===== src/rtl/mem_pkg.sv =====
// Shared definitions for the load/store controller: state encoding, access
// sizes and the fixed accept-to-response latencies of each request kind.
package mem_pkg;

    typedef logic [2:0] state_t;

    localparam state_t IDLE = 3'd0;
    localparam state_t ACC0 = 3'd1;
    localparam state_t ACC1 = 3'd2;
    localparam state_t FIN  = 3'd3;
    localparam state_t RESP = 3'd4;

    localparam logic SIZE_BYTE = 1'b0;
    localparam logic SIZE_HALF = 1'b1;

    // Cycles from the accept edge to the resp_valid cycle.
    localparam int LAT_ST_BYTE = 2;
    localparam int LAT_ST_HALF = 3;
    localparam int LAT_LD_BYTE = 3;
    localparam int LAT_LD_HALF = 4;
    localparam int LAT_ERR     = 1;

endpackage


===== src/rtl/mem_ctrl.sv =====
// Byte/half-word load/store controller in front of a byte-wide synchronous RAM
// with one-cycle read latency. Half-words are little-endian, two byte accesses.
module mem_ctrl
    import mem_pkg::*;
#(
    parameter int WIDTH = 8,
    parameter int DEPTH = 256,
    parameter int AW    = $clog2(DEPTH)
) (
    input  logic               clk,
    input  logic               rst_n,
    // Request: transfer on a rising edge where req_valid && req_ready; fields
    // are sampled only then. Response: resp_valid is a one-cycle pulse and is
    // never back-pressured.
    input  logic               req_valid,
    output logic               req_ready,
    input  logic               req_we,
    input  logic               req_size,
    input  logic [AW-1:0]      req_addr,
    input  logic [2*WIDTH-1:0] req_wdata,
    output logic               resp_valid,
    output logic [2*WIDTH-1:0] resp_rdata,
    output logic               resp_err,
    output logic               mem_we,
    output logic               mem_re,
    output logic [AW-1:0]      mem_addr,
    output logic [WIDTH-1:0]   mem_wdata,
    input  logic [WIDTH-1:0]   mem_rdata,
    output logic [2:0]         fsm_state
);

    state_t               state;
    state_t               state_nx;
    logic                 lat_we;
    logic                 lat_size;
    logic [AW-1:0]        lat_addr;
    logic [2*WIDTH-1:0]   lat_wdata;
    logic [2*WIDTH-1:0]   rdata;
    logic                 err;
    logic                 half_at_end;
    logic                 in_acc;

    // A half-word at the last address would need addr+1 to wrap; reject it.
    assign half_at_end = (req_size == SIZE_HALF) && (req_addr == AW'(DEPTH - 1));

    always_comb begin
        state_nx = state;
        case (state)
            IDLE: if (req_valid) state_nx = half_at_end ? RESP : ACC0;
            ACC0: begin
                if (lat_size == SIZE_HALF) state_nx = ACC1;
                else if (lat_we)           state_nx = RESP;
                else                       state_nx = FIN;
            end
            ACC1:    state_nx = lat_we ? RESP : FIN;
            FIN:     state_nx = RESP;
            RESP:    state_nx = IDLE;
            default: state_nx = IDLE;
        endcase
    end

    always_ff @(posedge clk or negedge rst_n) begin
        if (!rst_n) begin
            state     <= IDLE;
            lat_we    <= 1'b0;
            lat_size  <= SIZE_BYTE;
            lat_addr  <= '0;
            lat_wdata <= '0;
            rdata     <= '0;
            err       <= 1'b0;
        end else begin
            state <= state_nx;
            case (state)
                IDLE: begin
                    if (req_valid) begin
                        lat_we    <= req_we;
                        lat_size  <= req_size;
                        lat_addr  <= req_addr;
                        lat_wdata <= req_wdata;
                        rdata     <= '0;
                        err       <= half_at_end;
                    end
                end
                // RAM data from the ACC0 read is on mem_rdata during ACC1.
                ACC1: if (!lat_we) rdata[WIDTH-1:0] <= mem_rdata;
                FIN: begin
                    if (lat_size == SIZE_HALF) rdata[2*WIDTH-1:WIDTH] <= mem_rdata;
                    else                       rdata[WIDTH-1:0]       <= mem_rdata;
                end
                default: ;
            endcase
        end
    end

    assign in_acc = (state == ACC0) || (state == ACC1);

    always_comb begin
        mem_addr  = '0;
        mem_wdata = '0;
        if (state == ACC0) begin
            mem_addr = lat_addr;
            if (lat_we) mem_wdata = lat_wdata[WIDTH-1:0];
        end else if (state == ACC1) begin
            mem_addr = lat_addr + AW'(1);
            if (lat_we) mem_wdata = lat_wdata[2*WIDTH-1:WIDTH];
        end
    end

    assign mem_we     = in_acc && lat_we;
    assign mem_re     = in_acc && !lat_we;
    assign req_ready  = (state == IDLE);
    assign resp_valid = (state == RESP);
    assign resp_rdata = rdata;
    assign resp_err   = err;
    assign fsm_state  = state;

endmodule


===== config.mk =====
export PLATFORM = sky130hd
export DESIGN_NAME = mem_ctrl
export DESIGN_NICKNAME = d
export VERILOG_FILES = /design/src/rtl/mem_pkg.sv /design/src/rtl/mem_ctrl.sv
export SDC_FILE = /design/constraint.sdc
export NUM_CORES = 1
export LEC_CHECK = 0
export ABC_AREA = 1
export ABC_CLOCK_PERIOD_IN_PS = 1900
export CORE_ASPECT_RATIO = 1.75
export CORE_UTILIZATION = 40
export CTS_BUF_LIST = sky130_fd_sc_hd__clkbuf_8
export DETAILED_ROUTE_END_ITERATION = 6
export PLACE_DENSITY = 0.7
export RECOVER_POWER = 25
export REMOVE_ABC_BUFFERS = 1
export SLEW_MARGIN = 20
export SYNTH_ARGS = -nofsm -noshare
export SYNTH_HDL_FRONTEND = slang
export SYNTH_SLANG_ARGS = --single-unit

===== constraint.sdc =====
create_clock -name clk -period 1.9 [get_ports clk]
set_input_delay 0.475 -clock clk [delete_from_list [all_inputs] [get_ports clk]]
set_output_delay 0.475 -clock clk [all_outputs]
set_load 0.02 [all_outputs]

After elaboration in Yosys (flattened, before gate mapping). Cells that the tools add are included. Widths: inputs -> output; s select.

Flip-flop bits (word level): 46. Output and inout port bits: 40.

Add/sub/neg operators: 1. Equal/unequal tests: 9. Muxes and demuxes: 17. Reductions and logical operators: 11.

Operators by type and width (count): $mux 8 (9); $pmux 8 s3 (1); $mux 16 (1); $pmux 8 s2 (1); $mux 3 (4); $pmux 3 s4 (1); $add 8x1->8 const B (1); $eq 8x8->1 const B (1); $ne 2x2->1 const B (4); $eq 3x2->1 const B (2); $reduce_and 4->1 (1); $eq 3x1->1 const B (1); $eq 3x3->1 const B (1); $logic_and 1x1->1 (3); $logic_not 3->1 (1); $reduce_and 3->1 (1); $reduce_bool 3->1 (1); $reduce_and 2->1 (1); $reduce_bool 2->1 (1); $logic_not 1->1 (1); $logic_or 1x1->1 (1).

Depth between registers and ports, before layout.
Depth in word-level cells: 5. Mapped depth: 8.

Worst setup path before layout. Ideal clock, no wire load.

Path kind: reg2out. Start: register state[2], in the netlist fsm_state[2]. End: output mem_addr[0]. Data arrival time: 1.364 ns. Data required time: 1.425 ns. Setup slack: 0.061 ns. Stages on the path, launching flop included: 4. Buffers on the path: 0. Cell sequence: dfrtp_1 -> inv_2 -> nand3_1 -> o21ai_0.

Longest elaborated chain between the ends: 3. Elaborated cells between the ends (all ways): 4. Those cells by class: eq/ne: 2; mux: 2.

Ends and longest elaborated chain: start, declared (RTL line mem_ctrl.sv:32) `state_t state;`; start signal, assigned (RTL line mem_ctrl.sv:72) `state <= state_nx;`; $eq 3x2->1 (RTL line mem_ctrl.sv:103) `end else if (state == ACC1) begin`; $mux 8 (RTL line mem_ctrl.sv:103); $mux 8 (*) (RTL line mem_ctrl.sv:100) `if (state == ACC0) begin`; end, declared (RTL line mem_ctrl.sv:26) `output logic [AW-1:0] mem_addr,`.

Every way passes the cells marked *; elsewhere a longest branch is shown, timed or not.

Final worst setup path.
Start: register state[2], in the netlist fsm_state[2]. End: output mem_wdata[5].

Longest elaborated chain between the ends: 3. Elaborated cells between the ends (all ways): 4. Those cells by class: eq/ne: 2; mux: 2.

Ends and longest elaborated chain: $eq 3x2->1 (RTL line mem_ctrl.sv:103); $mux 8 (RTL line mem_ctrl.sv:103); $mux 8 (*) (RTL line mem_ctrl.sv:100); end, declared (RTL line mem_ctrl.sv:27) `output logic [WIDTH-1:0] mem_wdata,`.

Marked as above.

==> impl_metrics.yaml <==
run_status:
  status: "complete, but fails checks"
  violated_checks: "setup timing"
cells_and_area:
  post-route-util: 0.673
  finish.cell_count_without_fillers: 495
  antenna_cell_count: 0
  drive_above_1_share: 0.286
  design.final.nets: 457
  layout.cells.most_common: "sky130_fd_sc_hd__nand2_1"
  final_cell_mix: "sky130_fd_sc_hd__nand2_1 (88), sky130_fd_sc_hd__clkdlybuf4s50_1 (52), sky130_fd_sc_hd__dfrtp_1 (45)"
  syn2layout_area_growth_pct: 60.7
power:
  power.static_leakage_nw: 1.93
  clkPwrFrac: 0.124
  total_switching_power_mw: 2.53
  total_power_mw: 5.87
  peakVddDrop_v: 0.000790
  power_frac_comb: 0.592
  cell_internal_pwr_mw: 3.34
  sequentialPowerShare: 0.284
  swShare: 0.431
  power.density_nw_per_um2: 1550
clock_tree:
  clk_pin_slew_worst_paths_ns: 0.08
  clock_tree_from_tritoncts: "yes"
  ctsLongestPathBuffers: 2
  cts_hold_fix_bufs: 0
  tritoncts.num_buffers: 5
  cts-htree-levels: 2
  clock-sinks: 46
  cts.root.buffer_cell: "sky130_fd_sc_hd__clkbuf_8"
  insertion_delay_ns: 0.30
floorplan:
  die_height_um: 104
  fp.dieW_um: 60.0
  io_pins: 77
  die_area_um2: 6220
  initial_utilization: 0.419
  placementRows: 36
  design.core.area_um2: 5630
placed_design:
  dp_cells: 479
  gp_routability_congestion: 0.882
  preCtsSetupSlack_ns: -0.210
  placement.io_buffers: 76
  detailed_place_hpwl_mm: 4.49
critical_path:
  cp-start-kind: "register"
  timing.setup.critical_path_class: "register to output pin"
  arrival_ns: 1.49
  endpoint_kind: "output pin"
  timing.reg2reg.worst_path_depth: 8
  worst_ep_required_time_ns: 1.42
  critPathMaxFanout: 7
detailed_routing:
  drt_iter0_markers: 136
  postRouteWirelength_mm: 6.50
  num_vias: 2416
  wire_per_inst_um: 13.1
  firstDrtPassIters: 4
  drc_errors: 0
  vias_per_cell: 4.88
  antenna_left: 0
global_routing:
  grt_antenna_before_repair: 0
  gr-total-overflow: 0
  grt_first_pass_wirelength_mm: 10.2
  pin_count_of_the_biggest_net_entering_global_routing: 47
  first_global_vias: 2382
  groute.usage.overall: 0.214
logic_synthesis:
  synth_area_um2: 2360
  yosysSeqAreaShare: 0.488
  synthCells: 312
  yosys.cell_types.count: 22
  syn_avg_cell_area_um2: 7.56
  yosys_warnings: 0
  postSynthRegisterBits: 46
hold_path:
  hold_path_class: "input pin to asynchronous set/reset pin"
timing:
  maxSlewHeadroom: 0.244
  rsz_0062_raised_after_global_routing: "yes"
  fin_skew_ns: 0.00432
  finalWorstSetupSlack_ns: -0.0617
  finalCritPeriodShare: 1.03
  final_hold_viol_count: 0
  finalSetupViolations: 9
  slew_violations: 0
  holdWs_ns: 0.469
  final.min_clock_period_ns: 1.96
  tightestPinTransition_ns: 1.13
  fmaxAchievable_mhz: 510
run:
  number_of_maximum_capacitance_constraint_violations: 0
critical path, stage by stage (launching register included):
cell,delay (ns)
sky130_fd_sc_hd__dfrtp_1,0.39
sky130_fd_sc_hd__inv_2,0.09
sky130_fd_sc_hd__nand3_2,0.10
sky130_fd_sc_hd__inv_2,0.12
sky130_fd_sc_hd__buf_12,0.14
sky130_fd_sc_hd__buf_12,0.10
sky130_fd_sc_hd__nand3_4,0.05
sky130_fd_sc_hd__nand2_2,0.07
sky130_fd_sc_hd__buf_6,0.11
cells by family after synthesis:
kind of cell	synth area share
and+or+nand+nor	0.358
DFF	0.488
buffers and inverters	0.0727
AOI/OAI and AO/OA	0.0754
adders and majority gates	0.00531
flip-flops by register name, summed over array words and instances (netlist names):
signal / cells
fsm_state: 3
resp_rdata: 16
resp_err: 1
lat_addr: 8
lat_we: 1
lat_size: 1
lat_wdata: 16
repair_timing:
item | CTS | global route
hold endpoints to repair | 0 | 0
setup buffers | 2 | 6
resized for setup | 101 | 81
pin swaps | 2 | 17
endpoints found under the setup margin | 22 | 21
cloned | 0 | 2
layout make-up:
cell class,count,area [um^2]
clock buffers,6,82.6
clock inverters,1,30.0
fillers,486,1840
inverters,28,108
multi-input cells,227,1220
flip-flops and latches,46,1150
well taps,76,95.1
repair buffers,111,1100
stage by stage:
step | cell area [um^2] | TNS (ns)
2_1_floorplan | 2290 | -0.0406
3_3_place_gp | 3370 | -2.60
3_5_place_dp | 3370 | -2.80
4_1_cts | 3460 | -0.376
5_1_grt | 3790 | -1.38
6_report | 3790 | -0.260
power groups by stage:
stage	Sequential [mW]	Combinational, mW	Clock, mW
after floorplan	1.79	1.36	0
after global placement	1.60	2.98	0
after detailed placement	1.62	3.02	0
after CTS	1.60	2.99	0.752
after global routing	1.71	3.80	0.785
final	1.67	3.47	0.730
path summary, 6_finish.rpt:
check | startpoint | endpoint | slack, ns
min in group clk | lat_wdata[0] | lat_wdata[0] | 0.47
worst min-delay path | rst_n | resp_rdata[15] | 0.47
worst min register to register | lat_wdata[0] | lat_wdata[0] | 0.47
max in group asynchronous | rst_n | lat_addr[5] | 0.68
worst max-delay path | fsm_state[2] | mem_wdata[5] | -0.06
worst max register to register | fsm_state[2] | lat_addr[4] | 0.20
routing by layer:
metal  share of wire  vias to the layer above  wire (um)  global-route usage
met5               0                        -          0                   0
met4           0.035                        0        225              0.0930
met3           0.042                       17        272              0.0387
met2            0.55                       73       3570               0.388
met1            0.37                     1111       2430               0.228
li1                -                     1215          -                   -
Yosys cell counts:
| cell | number | area share |
|---|---|---|
| sky130_fd_sc_hd__nand2_1 | 101 | 0.16 |
| sky130_fd_sc_hd__nand3_1 | 54 | 0.11 |
| sky130_fd_sc_hd__dfrtp_1 | 46 | 0.49 |
| sky130_fd_sc_hd__nor2_1 | 25 | 0.040 |
| sky130_fd_sc_hd__inv_1 | 24 | 0.038 |
| sky130_fd_sc_hd__o21ai_0 | 16 | 0.034 |
| sky130_fd_sc_hd__a21oi_1 | 10 | 0.021 |
| sky130_fd_sc_hd__buf_2 | 5 | 0.011 |
| sky130_fd_sc_hd__buf_4 | 5 | 0.016 |
| sky130_fd_sc_hd__inv_2 | 4 | 0.0064 |
| sky130_fd_sc_hd__nand2_2 | 4 | 0.011 |
| sky130_fd_sc_hd__nand4_1 | 4 | 0.011 |
| sky130_fd_sc_hd__nand2_4 | 2 | 0.0096 |
| sky130_fd_sc_hd__nor2_4 | 2 | 0.0096 |
| sky130_fd_sc_hd__o21ai_1 | 2 | 0.0042 |
| sky130_fd_sc_hd__o22ai_1 | 2 | 0.0053 |
| sky130_fd_sc_hd__a21oi_2 | 1 | 0.0037 |
| sky130_fd_sc_hd__a22o_1 | 1 | 0.0037 |
| sky130_fd_sc_hd__buf_1 | 1 | 0.0016 |
| sky130_fd_sc_hd__ha_1 | 1 | 0.0053 |
| sky130_fd_sc_hd__o21bai_1 | 1 | 0.0032 |
| sky130_fd_sc_hd__or2_2 | 1 | 0.0027 |
No activity file was read; power rests on OpenSTA's default activity.
==> RTL edit 1: new RTL, same flow settings <==
Change the parameter `WIDTH` from 8 to 6.
--- a/src/rtl/mem_ctrl.sv
+++ b/src/rtl/mem_ctrl.sv
@@ -4,5 +4,5 @@
     import mem_pkg::*;
 #(
-    parameter int WIDTH = 8,
+    parameter int WIDTH = 6,
     parameter int DEPTH = 256,
     parameter int AW    = $clog2(DEPTH)
Interface: changed (resized mem_rdata, mem_wdata, req_wdata and resp_rdata); port bits go from 77 to 65. No check against the original RTL was run, so the function may have changed too.
==> RTL edit 1 against the original RTL <==
  * The flow still finishes with violations (setup timing)
  * Setup slack got worse by 0.015 ns
  * Area after synthesis decreased by 14%
  * Design area down 19%
  * Maximum frequency decreased by 0.77%
  * Sequential share of layout area grew 0.60 points
  * Sequential cell count decreased by 8
  * First-iteration DRC count is 77% lower
  * Routed wire length is 22% lower
  * Total power shrank 19%
  * Critical path depth fell by 1
==> RTL edit 1: results (changes against the original RTL) <==
| Metric | Value |
|---|---|
| P_comb | 2.76 mW (-20%) |
| Total GRT Usage | 19.83% (-1.6 points) |
| Status | finished with violations |
| Switch share | 44.12% (+0.99 points) |
| Fillers | 462 (-4.9%) |
| First-pass GRT wire length | 8245 µm (-19%) |
| Final setup margin | -0.07684 ns (-0.01515 ns) |
| Nets | 368 (-19%) |
| Synth unique cells | 28 (+27%) |
| Post-synthesis adder-cell area fraction | 0.6154% (+0.085 points) |
| Register area share after synthesis | 46.77% (-2.1 points) |
| Share of cells above drive strength 1 | 32.64% (+4.0 points) |
| Vias in the first global route | 1835 (-23%) |
| Violation count after the first detailed-route iteration | 31 (-77%) |
| HPWL Detailed | 3778 µm (-16%) |
| Pint | 2.647 mW (-21%) |
| Compound-Gate Fraction of Synth Area | 11.63% (+4.1 points) |
| DR pass1 iterations | 6 (+2) |
| Synth top area cells | dfrtp_1, nand2_1, nand3_1 |
| Critical path arrival | 1.50 ns |
| Launching point of the worst reg2reg path | fsm_state[0] |
| Clock Skew | 0.005030 ns (+0.0007048 ns) |
| Clock Power Share | 12.0% (-0.4 points) |
| GP Congestion | 0.8200 (-7.0%) |
| Failing checks | setup timing |
| Post-DP Area | 2879 µm² (-15%) |
| Via/cell ratio | 4.890 (+0.19%) |
| Setup violations, final | 10 (+1) |
## RTL edit 1: changes by cell type after synthesis, moves of 5 or more
cell,before,now
dfrtp_1,46,38
nand2_1,101,87
buf_4,5,0
o21ai_2,0,12
nand3_1,54,21
nor2_1,25,8
## RTL edit 1: layout make-up
| cell class | count | area [µm²] | share of cell area [%] |
|---|---|---|---|
| clock inverter | 2 | 12.51 | 0.4065 |
| inverter | 26 | 108.9 | 3.537 |
| tap | 54 | 67.56 | 2.195 |
| clock buffer | 6 | 82.58 | 2.683 |
| multi-input combinational | 176 | 1030 | 33.46 |
| sequential | 38 | 954.7 | 31.02 |
| timing repair buffer | 89 | 822.0 | 26.71 |
## RTL edit 1: metal layers
layer,vias to the layer above,share of wire (%),global-route usage [%],wire (µm)
li1,977,-,-,-
met1,877,39,23.10,1983
met2,53,56,36.45,2826
met3,5,3.7,3.226,184
met4,0,0.85,7.520,43
met5,-,0,0,0
## RTL edit 1: worst paths after layout
| check | end | slack (ns) | depth (start not counted) |
|---|---|---|---|
| max | mem_wdata[3] | -0.08 | 7 |
| min | resp_rdata[0] | 0.35 | 1 |
| max reg2reg | lat_addr[7] | 0.35 | 6 |
| min reg2reg | resp_rdata[4] | 0.47 | 2 |
| max in group asynchronous | fsm_state[1] | 0.44 | 2 |
| min in group clk | resp_rdata[4] | 0.47 | 2 |
## RTL edit 1: metrics by stage
step / setup TNS [ns] / std cells
4_1_cts: -0.4306 / 389
3_3_place_gp: -2.892 / 381
5_1_grt: -1.466 / 391
6_report: -0.3978 / 391
3_5_place_dp: -3.042 / 381
2_1_floorplan: -0.3625 / 240
## RTL edit 1: timing repair
item / 4_1_cts / 5_1_grt
buffers inserted: 0 / 2
resized for setup: 126 / 34
endpoints found under the setup margin: 20 / 18
pin swaps: 4 / 5
hold buffers: 0 / 0
==> RTL edit 2: new RTL, config.mk and constraints unchanged <==
Made on the original files. Put one more register stage on the output `resp_err`, with the module's reset. The value now appears one clock later. The other outputs are not delayed to match.
--- a/src/rtl/mem_ctrl.sv
+++ b/src/rtl/mem_ctrl.sv
@@ -112,5 +112,11 @@
     assign resp_valid = (state == RESP);
     assign resp_rdata = rdata;
-    assign resp_err   = err;
+    always_ff @(posedge clk or negedge rst_n) begin
+        if (!rst_n) begin
+            resp_err <= '0;
+        end else begin
+            resp_err <= err;
+        end
+    end
     assign fsm_state  = state;
 
Function: changed (a bounded check fails within 4 cycles, from zero or initial values and one cycle with rst_n low).
==> RTL edit 2 against the original RTL <==
  * The run still ends with setup timing left
  * First-iteration DRC count shrank 23%
  * Setup slack lost 0.030 ns
  * Area after synthesis grew 0.42%
  * Design area shrank 1.5%
  * Cell count grew 2.4%
  * Sequential cell count grew 1
  * Sequential power is essentially flat
  * Routed wire length grew 5.9%
  * Total power shrank 5.6%
  * Die area grew 0.42%
==> RTL edit 2: results (changes against the original RTL) <==
| Metric | Value |
|---|---|
| Status | finished with violations |
| Failing checks | setup timing |
| Slowest stage delay, CP | 0.40 ns |
| Setup violations, final | 16 (+7) |
| Post-synthesis adder-cell area fraction | 0.5285% (-0.0022 points) |
| WHS | 0.2644 ns (-0.2042 ns) |
| Vias in the first global route | 2488 (+4.5%) |
| Register area share after synthesis | 49.68% (+0.85 points) |
| WL per Instance | 13.57 µm (+3.4%) |
| Switching power | 2.468 mW (-2.5%) |
| Via/cell ratio | 4.947 (+1.4%) |
| Worst vdd ir | 0.8845 mV (+12%) |
| CP Max Fanout | 5 (-2) |
| Crit path max-delay family | buffers and inverters |
| Post-DP Area | 3388 µm² (+0.41%) |
| Violation count after the first detailed-route iteration | 105 (-23%) |
| GP Congestion | 0.8723 (-1.0%) |
| Launching point of the worst reg2reg path | fsm_state[0] |
| Fillers | 481 (-1.0%) |
| DR pass1 iterations | 6 (+2) |
| Avg Cell Area, Syn | 7.468 µm² (-1.2%) |
| Area of the multi-input gates | 1180 µm² (-3.7%) |
| H-Tree Depth | 2 (unchanged) |
| Reg2reg path depth | 9 (+1) |
| Worst Hold Class | in2async |
| Port buffer count | 76 (unchanged) |
| Commonest cells in the netlist | nand2_1, nand3_1, dfrtp_1 |
| Mux cell area share after synthesis | 0% (unchanged) |
| Final TNS setup | -0.6899 ns (-0.4299 ns) |
| Worst-margin pin slew | 0.8900 ns (-0.2446 ns) |
| Max stage delay cell, worst path | dfrtp_1 |
| Compound-Gate Fraction of Synth Area | 6.660% (-0.88 points) |
| Largest net degree at the start of global routing | 24 (-49%) |
| HPWL Detailed | 4900 µm (+9.2%) |
| Nets | 468 (+2.4%) |
| Dpl ws | -0.2586 ns (-0.04912 ns) |
| Dpl cells | 487 (+1.7%) |
| Synth unique cells | 21 (-4.5%) |
| Clock Pin Slew Worst Setup and Hold Paths | 0.08 ns (about the same) |
| Clock Skew | 0.003979 ns (-0.0003463 ns) |
| Initial antenna violation count | 0 (unchanged) |
| Final setup margin | -0.09140 ns (-0.02971 ns) |
| Reg2reg setup slack | 0.11 ns (-0.09 ns) |
| Total GRT Usage | 22.86% (+1.4 points) |
| FF-to-FF End | lat_addr[0] |
| Static leakage | 1.936 nW (+0.41%) |
| First-pass GRT wire length | 10870 µm (+7.1%) |
| Share of cells above drive strength 1 | 25.29% (-3.3 points) |
| Synth top area cells | dfrtp_1, nand2_1, nand3_1 |
| Final WL | 6879 µm (+5.9%) |
[RTL edit 2: cell count changes after synthesis, sizes merged]
| cell | unedited run | this run |
|---|---|---|
| clkbuf | 0 | 4 |
| nand2 | 107 | 111 |
| buf | 11 | 8 |
| nand3 | 54 | 57 |
| a21oi | 11 | 9 |
| dfrtp | 46 | 47 |
| inv | 28 | 27 |
| nand4 | 4 | 3 |
| nor2 | 27 | 28 |
| o22ai | 2 | 1 |
[RTL edit 2: worst max path at each step]
stage	endpoint	startpoint	slack [ns]	cells past startpoint
4_1_cts	mem_addr[4]	fsm_state[2]	-0.08	7
3_5_place_dp	mem_addr[5]	lat_addr[1]	-0.26	7
5_1_grt	mem_addr[6]	fsm_state[2]	-0.17	7
6_report	mem_addr[3]	fsm_state[2]	-0.09	7
2_1_floorplan	mem_addr[6]	fsm_state[2]	-0.37	5
3_3_place_gp	mem_addr[5]	fsm_state[1]	-0.24	5
[RTL edit 2: what timing repair did]
item | in CTS | in global routing
pin swaps | 1 | 17
setup endpoints to repair | 22 | 21
setup buffers | 6 | 4
gates resized for setup | 120 | 54
gates cloned | 2 | 0
hold buffers | 0 | 0
[RTL edit 2: area by class of cell]
type / instances / share of cell area, %
Clock buffer: 5 / 1.843
Clock inverter: 3 / 0.3351
Inverter: 27 / 2.849
Multi-Input combinational cell: 231 / 31.60
Sequential cell: 47 / 31.53
Tap cell: 76 / 2.547
Timing Repair Buffer: 117 / 29.09
Timing Repair inverter: 1 / 0.2011
[RTL edit 2: kinds of logic (layout without fill, tap and decap cells)]
group	count (synthesis)	after routing
AOI/OAI and AO/OA	30	30
adders and majority gates	1	1
buffers and inverters	39	153
DFF	47	47
and+or+nand+nor	200	200
[RTL edit 2: layer usage]
layer  vias up  global-route usage [%]  part of all wire, %
li1       1238                       -                    -
met1      1166                   23.03                   37
met2        84                   39.80                   55
met3        20                   4.370                  4.2
met4         0                   15.28                  4.7
met5         -                       0                    0
[RTL edit 2: power by group through the flow]
| stage | clock network (mW) | registers, mW | logic (mW) |
|---|---|---|---|
| global placement | 0 | 1.63 | 2.83 |
| detailed placement | 0 | 1.64 | 2.87 |
| floorplan | 0 | 1.79 | 1.32 |
| global route | 0.618 | 1.72 | 3.59 |
| finish | 0.564 | 1.67 | 3.31 |
| CTS | 0.582 | 1.64 | 2.95 |
[RTL edit 2: worst register-to-register path: cells and delay by family, from the launching register on]
family | cells | cell delay, ns
simple gates | 4 | 0.44
flops | 1 | 0.46
buf+inv | 4 | 0.73
compound gates | 1 | 0.05
